$ cat src/rtl/wb_gpio_responder.sv
// wb_gpio_responder
//   Wishbone B3 classic-cycle slave exposing a WIDTH-bit GPIO port with
//   per-pin direction, a 2-flop input synchroniser, selectable edge
//   detection, sticky write-1-to-clear interrupt status and a registered
//   level interrupt.
//
// Ports
//   wb_clk_i, wb_rst_n_i    clock, asynchronous active-low reset
//   wb_adr_i[4:2]           word index of the register being accessed
//   wb_dat_i, wb_sel_i[0]   write data and low-byte write enable
//   wb_we_i, wb_cyc_i, wb_stb_i  request qualifiers
//   wb_dat_o, wb_ack_o      registered read data and one-cycle acknowledge
//   gpio_i                  asynchronous pin inputs
//   gpio_o, gpio_dir_o      output data and drive enables (1 = output)
//   irq_o                   level interrupt, OR of enabled status bits
//
// Register map (word index)
//   0 OUT  1 DIR  2 IN (ro)  3 IRQ_EN  4 IRQ_STAT (W1C)  5 EDGE (1=rise)
//   6,7 read as zero, writes acknowledged and dropped
module wb_gpio_responder #(
  parameter int WIDTH = 8
) (
  input  logic             wb_clk_i,
  input  logic             wb_rst_n_i,
  input  logic [31:0]      wb_adr_i,
  input  logic [31:0]      wb_dat_i,
  input  logic [3:0]       wb_sel_i,
  input  logic             wb_we_i,
  input  logic             wb_cyc_i,
  input  logic             wb_stb_i,
  output logic [31:0]      wb_dat_o,
  output logic             wb_ack_o,
  input  logic [WIDTH-1:0] gpio_i,
  output logic [WIDTH-1:0] gpio_o,
  output logic [WIDTH-1:0] gpio_dir_o,
  output logic             irq_o
);

  localparam logic [2:0] REG_OUT  = 3'd0;
  localparam logic [2:0] REG_DIR  = 3'd1;
  localparam logic [2:0] REG_IN   = 3'd2;
  localparam logic [2:0] REG_EN   = 3'd3;
  localparam logic [2:0] REG_STAT = 3'd4;
  localparam logic [2:0] REG_EDGE = 3'd5;

  logic [WIDTH-1:0] out_q,  out_d;
  logic [WIDTH-1:0] dir_q,  dir_d;
  logic [WIDTH-1:0] en_q,   en_d;
  logic [WIDTH-1:0] stat_q, stat_d;
  logic [WIDTH-1:0] edge_q, edge_d;
  logic [WIDTH-1:0] s1_q, s2_q, s3_q;
  logic             ack_q,  ack_d;
  logic [31:0]      dat_q,  dat_d;
  logic             irq_q,  irq_d;

  logic             req;
  logic             wr_en;
  logic [2:0]       idx;
  logic [WIDTH-1:0] wdata;
  logic [WIDTH-1:0] w1c;
  logic [WIDTH-1:0] ev;
  logic [31:0]      rd_data;

  // Address bits outside [4:2], data bits above WIDTH and sel[3:1] carry
  // no meaning for this block; fold them into a sink so nothing dangles.
  logic unused_bus_bits;
  assign unused_bus_bits = ^{wb_adr_i, wb_dat_i, wb_sel_i};

  function automatic logic [31:0] zext(input logic [WIDTH-1:0] v);
    logic [31:0] r;
    r = '0;
    r[WIDTH-1:0] = v;
    return r;
  endfunction

  // Holding ack blocks re-acceptance, so a strobe held through the ack
  // cycle yields exactly one acknowledge.
  assign req   = wb_cyc_i & wb_stb_i & ~ack_q;
  assign wr_en = req & wb_we_i & wb_sel_i[0];
  assign idx   = wb_adr_i[4:2];
  assign wdata = wb_dat_i[WIDTH-1:0];

  // s2 is the settled pin value, s3 its previous-cycle copy.
  assign ev = (edge_q & s2_q & ~s3_q) | (~edge_q & ~s2_q & s3_q);

  always_comb begin
    out_d  = out_q;
    dir_d  = dir_q;
    en_d   = en_q;
    edge_d = edge_q;
    w1c    = '0;
    if (wr_en) begin
      case (idx)
        REG_OUT:  out_d  = wdata;
        REG_DIR:  dir_d  = wdata;
        REG_EN:   en_d   = wdata;
        REG_STAT: w1c    = wdata;
        REG_EDGE: edge_d = wdata;
        default:  ;
      endcase
    end
    // A new event on the same cycle as a clear keeps the bit set.
    stat_d = (stat_q & ~w1c) | ev;
  end

  always_comb begin
    rd_data = '0;
    case (idx)
      REG_OUT:  rd_data = zext(out_q);
      REG_DIR:  rd_data = zext(dir_q);
      REG_IN:   rd_data = zext(s2_q);
      REG_EN:   rd_data = zext(en_q);
      REG_STAT: rd_data = zext(stat_q);
      REG_EDGE: rd_data = zext(edge_q);
      default:  rd_data = '0;
    endcase
    ack_d = req;
    dat_d = (req & ~wb_we_i) ? rd_data : '0;
    irq_d = |(stat_q & en_q);
  end

  always_ff @(posedge wb_clk_i or negedge wb_rst_n_i) begin
    if (!wb_rst_n_i) begin
      out_q  <= '0;
      dir_q  <= '0;
      en_q   <= '0;
      stat_q <= '0;
      edge_q <= '0;
      s1_q   <= '0;
      s2_q   <= '0;
      s3_q   <= '0;
      ack_q  <= 1'b0;
      dat_q  <= '0;
      irq_q  <= 1'b0;
    end else begin
      out_q  <= out_d;
      dir_q  <= dir_d;
      en_q   <= en_d;
      stat_q <= stat_d;
      edge_q <= edge_d;
      s1_q   <= gpio_i;
      s2_q   <= s1_q;
      s3_q   <= s2_q;
      ack_q  <= ack_d;
      dat_q  <= dat_d;
      irq_q  <= irq_d;
    end
  end

  assign wb_ack_o   = ack_q;
  assign wb_dat_o   = dat_q;
  assign gpio_o     = out_q;
  assign gpio_dir_o = dir_q;
  assign irq_o      = irq_q;

endmodule

$ cat config.mk
export PLATFORM = sky130hd
export DESIGN_NAME = wb_gpio_responder
export DESIGN_NICKNAME = d
export VERILOG_FILES = /design/src/rtl/wb_gpio_responder.sv
export SDC_FILE = /design/constraint.sdc
export NUM_CORES = 1
export LEC_CHECK = 0
export CAP_MARGIN = 20
export CORE_UTILIZATION = 39
export DETAILED_ROUTE_END_ITERATION = 16
export GPL_ROUTABILITY_DRIVEN = 0
export PLACE_DENSITY_LB_ADDON = 0.12
export SYNTH_ARGS = -nofsm -noshare
export SYNTH_HDL_FRONTEND = slang
export SYNTH_SLANG_ARGS = --single-unit
$ cat constraint.sdc
create_clock -name wb_clk_i -period 1.4 [get_ports wb_clk_i]
set_clock_uncertainty 0.05 [all_clocks]
set_input_delay 0.14 -clock wb_clk_i [delete_from_list [all_inputs] [get_ports wb_clk_i]]
set_output_delay 0.14 -clock wb_clk_i [all_outputs]
set_load 0.02 [all_outputs]
Word-level counts from Yosys, hierarchy flattened:

Index checks and enable logic that the tools add are counted.

* memory bits (read-only): 0
* register bits after elaboration: 98
* memories: 0
* logic and storage cells: 45
* bits in latches: 0
* memory bits (writable): 0

* muxes and demuxes: 4
* add/subtract/negate cells: 0
* bitwise logic cells: 19
* shift-type cells: 0
* div/mod/pow operators: 0
* reduce and logical (&&, ||, !) cells: 6
* $lt $le $gt $ge: 0
* multiply operators: 0
* equality and inequality tests: 5

Operator list (count)
* 8-bit AND: 6
* 8-bit one-hot mux with 6 select lines: 1
* 32-bit two-way mux: 1
* 8-bit NOT: 4
* 8-bit two-way mux: 2
* 8-bit bitwise OR: 2
* 2-bit AND reduction: 4
* 8-bit OR reduction: 1
* 3-bit by 2-bit == test with 1-bit output, second input constant: 2
* 3-bit == test, second input constant: 2
* 1-bit AND: 5
* 3-bit by 1-bit == test with 1-bit output, second input constant: 1
* 3-bit logical NOT: 1
* 1-bit NOT: 2

Logic depth before layout (Yosys ltp):

Gate-level depths: netlist (run 1).

* word-level depth: 8
* depth in mapped cells: 5
* mapped depth without buffers: 3

Least setup slack after synthesis (run 1):

OpenSTA, ideal clock, no wires.

* path kind: reg2reg
* start point: register ack_q (netlist: wb_ack_o)
* end point: register edge_q[0]
* path buffers: 2
* arrival: 1.495 ns
* cell stages (with the launch flop): 6
* required time: 1.225 ns
* path slack: -0.271 ns
* cells stage by stage: dfrtp_1 > and4b_1 > buf_6 > and4_4 > buf_6 > mux2_4

* word-level cells in the longest chain between the ends: 5

Ends and longest elaborated chain
* start, declared: RTL line 52 `logic ack_q, ack_d;`
* start signal, assigned: RTL line 144 `ack_q <= ack_d;`
* 1-bit NOT: RTL line 78 `assign req = wb_cyc_i & wb_stb_i & ~ack_q;`
* 1-bit AND: RTL line 78
* 1-bit AND (2 in series): RTL line 79 `assign wr_en = req & wb_we_i & wb_sel_i[0];`
* 2-bit AND reduction (no line)
* end signal, assigned: RTL line 140 `edge_q <= edge_d;`
* end, declared: RTL line 50 `logic [WIDTH-1:0] edge_q, edge_d;`

No other way between the ends.
A chain may end at the register's enable or synchronous reset.

Worst setup path after layout (run 1):

* start point: register ack_q (netlist: wb_ack_o)
* end point: register en_q[1]

* word-level cells in the longest chain between the ends: 5

Ends and longest elaborated chain
* 1-bit NOT: RTL line 78
* 1-bit AND: RTL line 78
* 1-bit AND (2 in series): RTL line 79
* 2-bit AND reduction (no line)
* end signal, assigned: RTL line 138 `en_q <= en_d;`
* end, declared: RTL line 48 `logic [WIDTH-1:0] en_q, en_d;`

No other way between the ends.

==> results.json, run 1 <==
{
  "fin_nets": 394,
  "final_max_slew_viol_count": 0,
  "arrival_ps": 1810,
  "area_delta_synth_final_pct": 28.33,
  "p_int_mw": 3.578,
  "fmax_mhz": 614.9,
  "layout_commonest_cell": "dfrtp_1",
  "io_buffers": 50,
  "grt-ovfl-total": 0,
  "total_power_mw": 4.845,
  "core-area_um2": 8175,
  "crit_path_start_kind": "flip-flop",
  "worst-path-max-fanout": 8,
  "layout_setup_ws_ps": -226.3,
  "die-area_um2": 8786,
  "vias": 2048,
  "p_sw_mw": 1.267,
  "drive_above_1_share_pct": 31.76,
  "final_cell_mix": "dfrtp_1 (73), dlygate4sd2_1 (26), mux2_2 (25)",
  "rows": 33,
  "p_leak_nw": 1.972,
  "die_w_um": 93.74,
  "status": "finished with violations",
  "postSynthCellCount": 232,
  "die_h_um": 93.74,
  "clockRootBuffer": "clkbuf_8",
  "cp.required_ps": 1580,
  "critPathMaxStageDelay_ps": 400,
  "drt_iter0_markers": 46,
  "initial_utilization_pct": 40.14,
  "drc_errors": 0,
  "pre_cts_slack_ps": -464.3,
  "avgSynthCellArea_um2": 14.15,
  "critPathKind": "reg -> reg",
  "synth_cell_types": 26,
  "clockBufferDepth": 2,
  "drtAntennaViolNets": 0,
  "clock-sinks": 74,
  "violations": "setup timing",
  "rsz0062_at_grt": "yes",
  "dr.pass1.iters": 4,
  "period_share_pct": 116.2,
  "irDropWorstVdd_mv": 0.5887,
  "ioPinCount": 131,
  "syn-cell-area_um2": 3282,
  "combPwrFrac_pct": 16.4,
  "wire_per_inst_um": 16.04,
  "wl_um": 6787,
  "cts_tree": "yes",
  "maxCapViolCount": 0,
  "worst_path_max_delay_cell": "dfrtp_2",
  "grt_pass1_wl_um": 10670,
  "setup_violations": 40,
  "gr-usage-all-layers_pct": 16.81,
  "clkPwrFrac_pct": 33.5,
  "powerDensity_nw_per_um2": 1150,
  "hold_path.class": "in -> async",
  "cp-end-kind": "flip-flop",
  "switching_share_pct": 26.16,
  "grt_max_degree": 60,
  "place_hpwl_um": 4554,
  "power_frac_seq_pct": 50.0,
  "place_inst": 404,
  "seq_area_frac_synth_pct": 56.42,
  "clock_latency_ps": 350,
  "antenna_found_initial": 0,
  "path_cells": "and4b_2 > and4_4 > mux2_4",
  "via_per_inst": 4.842,
  "period_minus_slack_ps": 1626,
  "cts_max_level": 3,
  "cts_buffers": 9,
  "grt_pass1_vias": 2013,
  "fillerInstances": 743,
  "antenna_cells": 0,
  "synth.yosys.warnings": 0,
  "fin_util_pct": 51.52,
  "synth_seq_cells": 74,
  "final_cells": 423,
  "whs_ps": 146.8,
  "finalHoldViolCount": 0,
  "path_clk_slew_ps": 70
}
worst max-delay path: cells and delay by family (launching register included):
kind	cells	cell delay, ps
simple gates	2	740
flops	1	400
mux	1	320
logic make-up after synthesis:
kind of cell           Yosys count  synth area share (%)
buffers and inverters           34                 7.625
DFF                             74                 56.42
muxes                           48                 20.70
other                            1                0.1143
AOI/OAI and AO/OA               31                 7.129
and+or+nand+nor                 44                 8.006
cell usage after synthesis:
cell type,number,area share (%)
mux2_4,16,7.3
and4b_1,1,0.31
or3_1,1,0.19
mux2_2,25,8.6
a21oi_1,1,0.15
inv_1,2,0.23
o211ai_1,1,0.23
mux4_2,7,4.8
o22ai_1,8,1.5
nand4_2,3,1.1
a21bo_2,1,0.31
dfrtp_1,74,56
buf_4,26,5.9
a32oi_1,1,0.27
nand2b_1,8,1.5
a211o_1,8,2.1
and4_4,2,0.69
nand4_1,1,0.19
a22oi_1,11,2.5
nand2_1,9,1.0
nor2b_1,10,1.9
buf_2,2,0.31
buf_6,3,1.0
conb_1,1,0.11
nor2_1,9,1.0
clkbuf_1,1,0.11
metrics by stage:
step	setup TNS [ps]	cell area, µm²
final	-7872	4212
after global routing	-9774	4212
after CTS	-6968	4184
after detailed placement	-19380	3976
after global placement	-19310	3976
after floorplan	-6309	3377
flip-flops by register name, summed over array words and instances (netlist names):
name        flops
gpio_o          8
wb_ack_o        1
s3_q            8
en_q            8
irq_o           1
gpio_dir_o      8
stat_q          8
edge_q          8
s2_q            8
wb_dat_o        8
s1_q            8
power by group through the flow:
stage | Sequential [mW] | Clock, mW | Combinational, mW
after global routing | 2.45 | 1.78 | 0.863
final | 2.42 | 1.62 | 0.797
after global placement | 2.47 | 0 | 0.836
after floorplan | 2.52 | 0 | 0.433
after CTS | 2.43 | 1.68 | 0.802
after detailed placement | 2.47 | 0 | 0.844
area by class of cell:
class	count	area, µm²	share of cell area (%)
clock buffers	11	141.4	3.357
clock inverters	5	53.80	1.277
inverters	2	7.507	0.1783
multi-input cells	147	1285	30.51
flip-flops and latches	74	1853	44.00
well taps	105	131.4	3.119
repair buffers	79	739.5	17.56
worst paths after layout:
path,depth (start not counted),startpoint,slack (ps),to
min in group wb_clk_i,1,gpio_i[3],170,s1_q[3]$_DFF_PN0_
worst min register to register,0,s1_q[4]$_DFF_PN0_,300,s2_q[4]$_DFF_PN0_
worst max register to register,3,wb_ack_o$_DFF_PN0_,-230,en_q[1]$_DFFE_PN0P_
worst max-delay path,3,wb_ack_o$_DFF_PN0_,-230,en_q[1]$_DFFE_PN0P_
max in group asynchronous,3,wb_rst_n_i,590,wb_dat_o[3]$_DFF_PN0_
worst min-delay path,2,wb_rst_n_i,150,irq_o$_DFF_PN0_
metal layers:
metal,part of all wire (%),wire length [µm],vias to the layer above,track usage (%)
met5,0,0,-,0
met1,47,3172,1026,22.01
li1,-,-,955,-
met4,1.9,132,0,6.410
met2,47,3161,53,25.97
met3,4.7,320,14,5.421
what timing repair did:
action	CTS	global route
buffers inserted	1	1
endpoints found under the hold margin	74	0
cloned	0	0
endpoints found under the setup margin	71	41
pin swaps	3	3
hold buffers	1	0
resized for setup	34	7
Power figures use the tool's default switching activity.
==> run 2: changes to the inputs <==
Settings changed: CORE_MARGIN from default to 2, GPL_TIMING_DRIVEN from default to 1.
==> run 2 against run 1 <==
The flow still finishes with violations (setup timing). Via count is 2.1% higher. First-iteration DRC count decreased by 20%. Count of clock-buffer cells in the layout increased by 1. Setup slack improved by 32 ps. Fmax is 2.0% higher. Sequential power about the same. Cell count down 0.24%. Register-to-register slack improved by 30 ps. Wire length rose by 3.1%. Combinational power increased by 2%. Sequential share of layout area down 0.47 points. Critical endpoint is now gpio_o[0]$_DFFE_PN0P_. Largest cell class unchanged.
==> results.json, run 2 (synthesized netlist as in run 1, its figures left out) <==
{
  "p_leak_nw": 1.984,
  "clock-sinks": 74,
  "final_cells": 422,
  "final_cell_mix": "dfrtp_1 (73), dlygate4sd2_1 (26), mux2_2 (25)",
  "vias": 2090,
  "gr-usage-all-layers_pct": 16.99,
  "power_frac_seq_pct": 47.3,
  "status": "finished with violations",
  "grt-ovfl-total": 0,
  "maxCapViolCount": 0,
  "cts_buffers": 9,
  "cts_max_level": 3,
  "pre_cts_slack_ps": -518.1,
  "fmax_mhz": 627.3,
  "die-area_um2": 9165,
  "clkPwrFrac_pct": 36.8,
  "whs_ps": 175.0,
  "p_sw_mw": 1.290,
  "grt_pass1_wl_um": 11160,
  "via_per_inst": 4.953,
  "fillerInstances": 752,
  "wire_per_inst_um": 16.58,
  "dr.pass1.iters": 4,
  "layout_commonest_cell": "dfrtp_1",
  "combPwrFrac_pct": 15.9,
  "antenna_found_initial": 0,
  "grt_pass1_vias": 2121,
  "drive_above_1_share_pct": 31.86,
  "io_buffers": 50,
  "initial_utilization_pct": 40.14,
  "ff2ff_setup_slack_ps": -190,
  "place_hpwl_um": 4821,
  "final_max_slew_viol_count": 0,
  "clockBufferDepth": 2,
  "period_share_pct": 113.9,
  "ioPinCount": 131,
  "hold_path.class": "in -> reg",
  "arrival_ps": 1780,
  "drt_iter0_markers": 37,
  "powerDensity_nw_per_um2": 1200,
  "grt_max_degree": 24,
  "die_w_um": 95.74,
  "core-area_um2": 8175,
  "total_power_mw": 5.110,
  "wl_um": 6998,
  "drc_errors": 0,
  "period_minus_slack_ps": 1594,
  "worst-path-max-fanout": 5,
  "p_int_mw": 3.820,
  "finalHoldViolCount": 0,
  "switching_share_pct": 25.25,
  "cp-end-kind": "flip-flop",
  "path_clk_slew_ps": 80,
  "layout_setup_ws_ps": -194.1,
  "setup_violations": 40,
  "crit_path_start_kind": "flip-flop",
  "clock_latency_ps": 340,
  "drtAntennaViolNets": 0,
  "cts_tree": "yes",
  "place_inst": 404,
  "die_h_um": 95.74,
  "cp.required_ps": 1580,
  "fin_nets": 393,
  "irDropWorstVdd_mv": 0.6041,
  "area_delta_synth_final_pct": 29.70,
  "rsz0062_at_grt": "yes",
  "antenna_cells": 0,
  "tns_ps": -6447,
  "rows": 33,
  "critPathKind": "reg -> reg",
  "clockRootBuffer": "clkbuf_8",
  "violations": "setup timing"
}
## run 2: final timing paths
| kind | endpoint | start | depth (start not counted) |
|---|---|---|---|
| min in group asynchronous | gpio_o[1]$_DFFE_PN0P_ | wb_rst_n_i | 2 |
| max reg2reg | gpio_o[0]$_DFFE_PN0P_ | wb_ack_o$_DFF_PN0_ | 5 |
| max | gpio_o[0]$_DFFE_PN0P_ | wb_ack_o$_DFF_PN0_ | 5 |
| min | s1_q[6]$_DFF_PN0_ | gpio_i[6] | 1 |
| min reg2reg | s2_q[4]$_DFF_PN0_ | s1_q[4]$_DFF_PN0_ | 0 |
| max in group asynchronous | edge_q[3]$_DFFE_PN0P_ | wb_rst_n_i | 3 |
## run 2: power groups by stage
stage | clock network (mW) | logic [mW] | registers (mW)
final | 1.88 | 0.814 | 2.42
after global routing | 2.03 | 0.883 | 2.44
after CTS | 1.94 | 0.824 | 2.42
after detailed placement | 0 | 0.859 | 2.46
after global placement | 0 | 0.853 | 2.46
after floorplan | 0 | 0.433 | 2.52
## run 2: layout make-up
type	count	area, µm²	area share [%]
repair buffers	78	739.5	17.37
inverters	2	7.507	0.1764
multi-input cells	147	1296	30.45
flip-flops and latches	74	1853	43.53
clock buffers	12	155.1	3.645
well taps	105	131.4	3.086
clock inverters	4	73.82	1.734
## run 2: routing by layer
layer  wire length (µm)  global-route usage [%]  vias up
li1                   -                       -      953
met5                  0                       0        -
met1               3205                   23.15     1068
met2               3253                   25.93       60
met4                129                   6.071        0
met3                410                   5.012        9
## run 2: through the flow
stage	util (%)	instance area (µm²)
5_1_grt	52.07	4257
2_1_floorplan	-	3377
6_report	52.07	4257
3_5_place_dp	48.91	3999
3_3_place_gp	48.91	3999
4_1_cts	52.10	4259
## run 2: critical path: stages (launching register included)
cell and delay, ps:
dfrtp_2 400, and4b_2 330, buf_4 140, nand4_4 120, buf_6 180, mux2_2 270
## run 2: timing repair
item                                    CTS  global route
hold buffers                              1             0
cloned                                    0             0
resized for setup                        37             2
buffers inserted                          1             0
pin swaps                                11             0
endpoints found under the hold margin    74             0
endpoints found under the setup margin   70            41
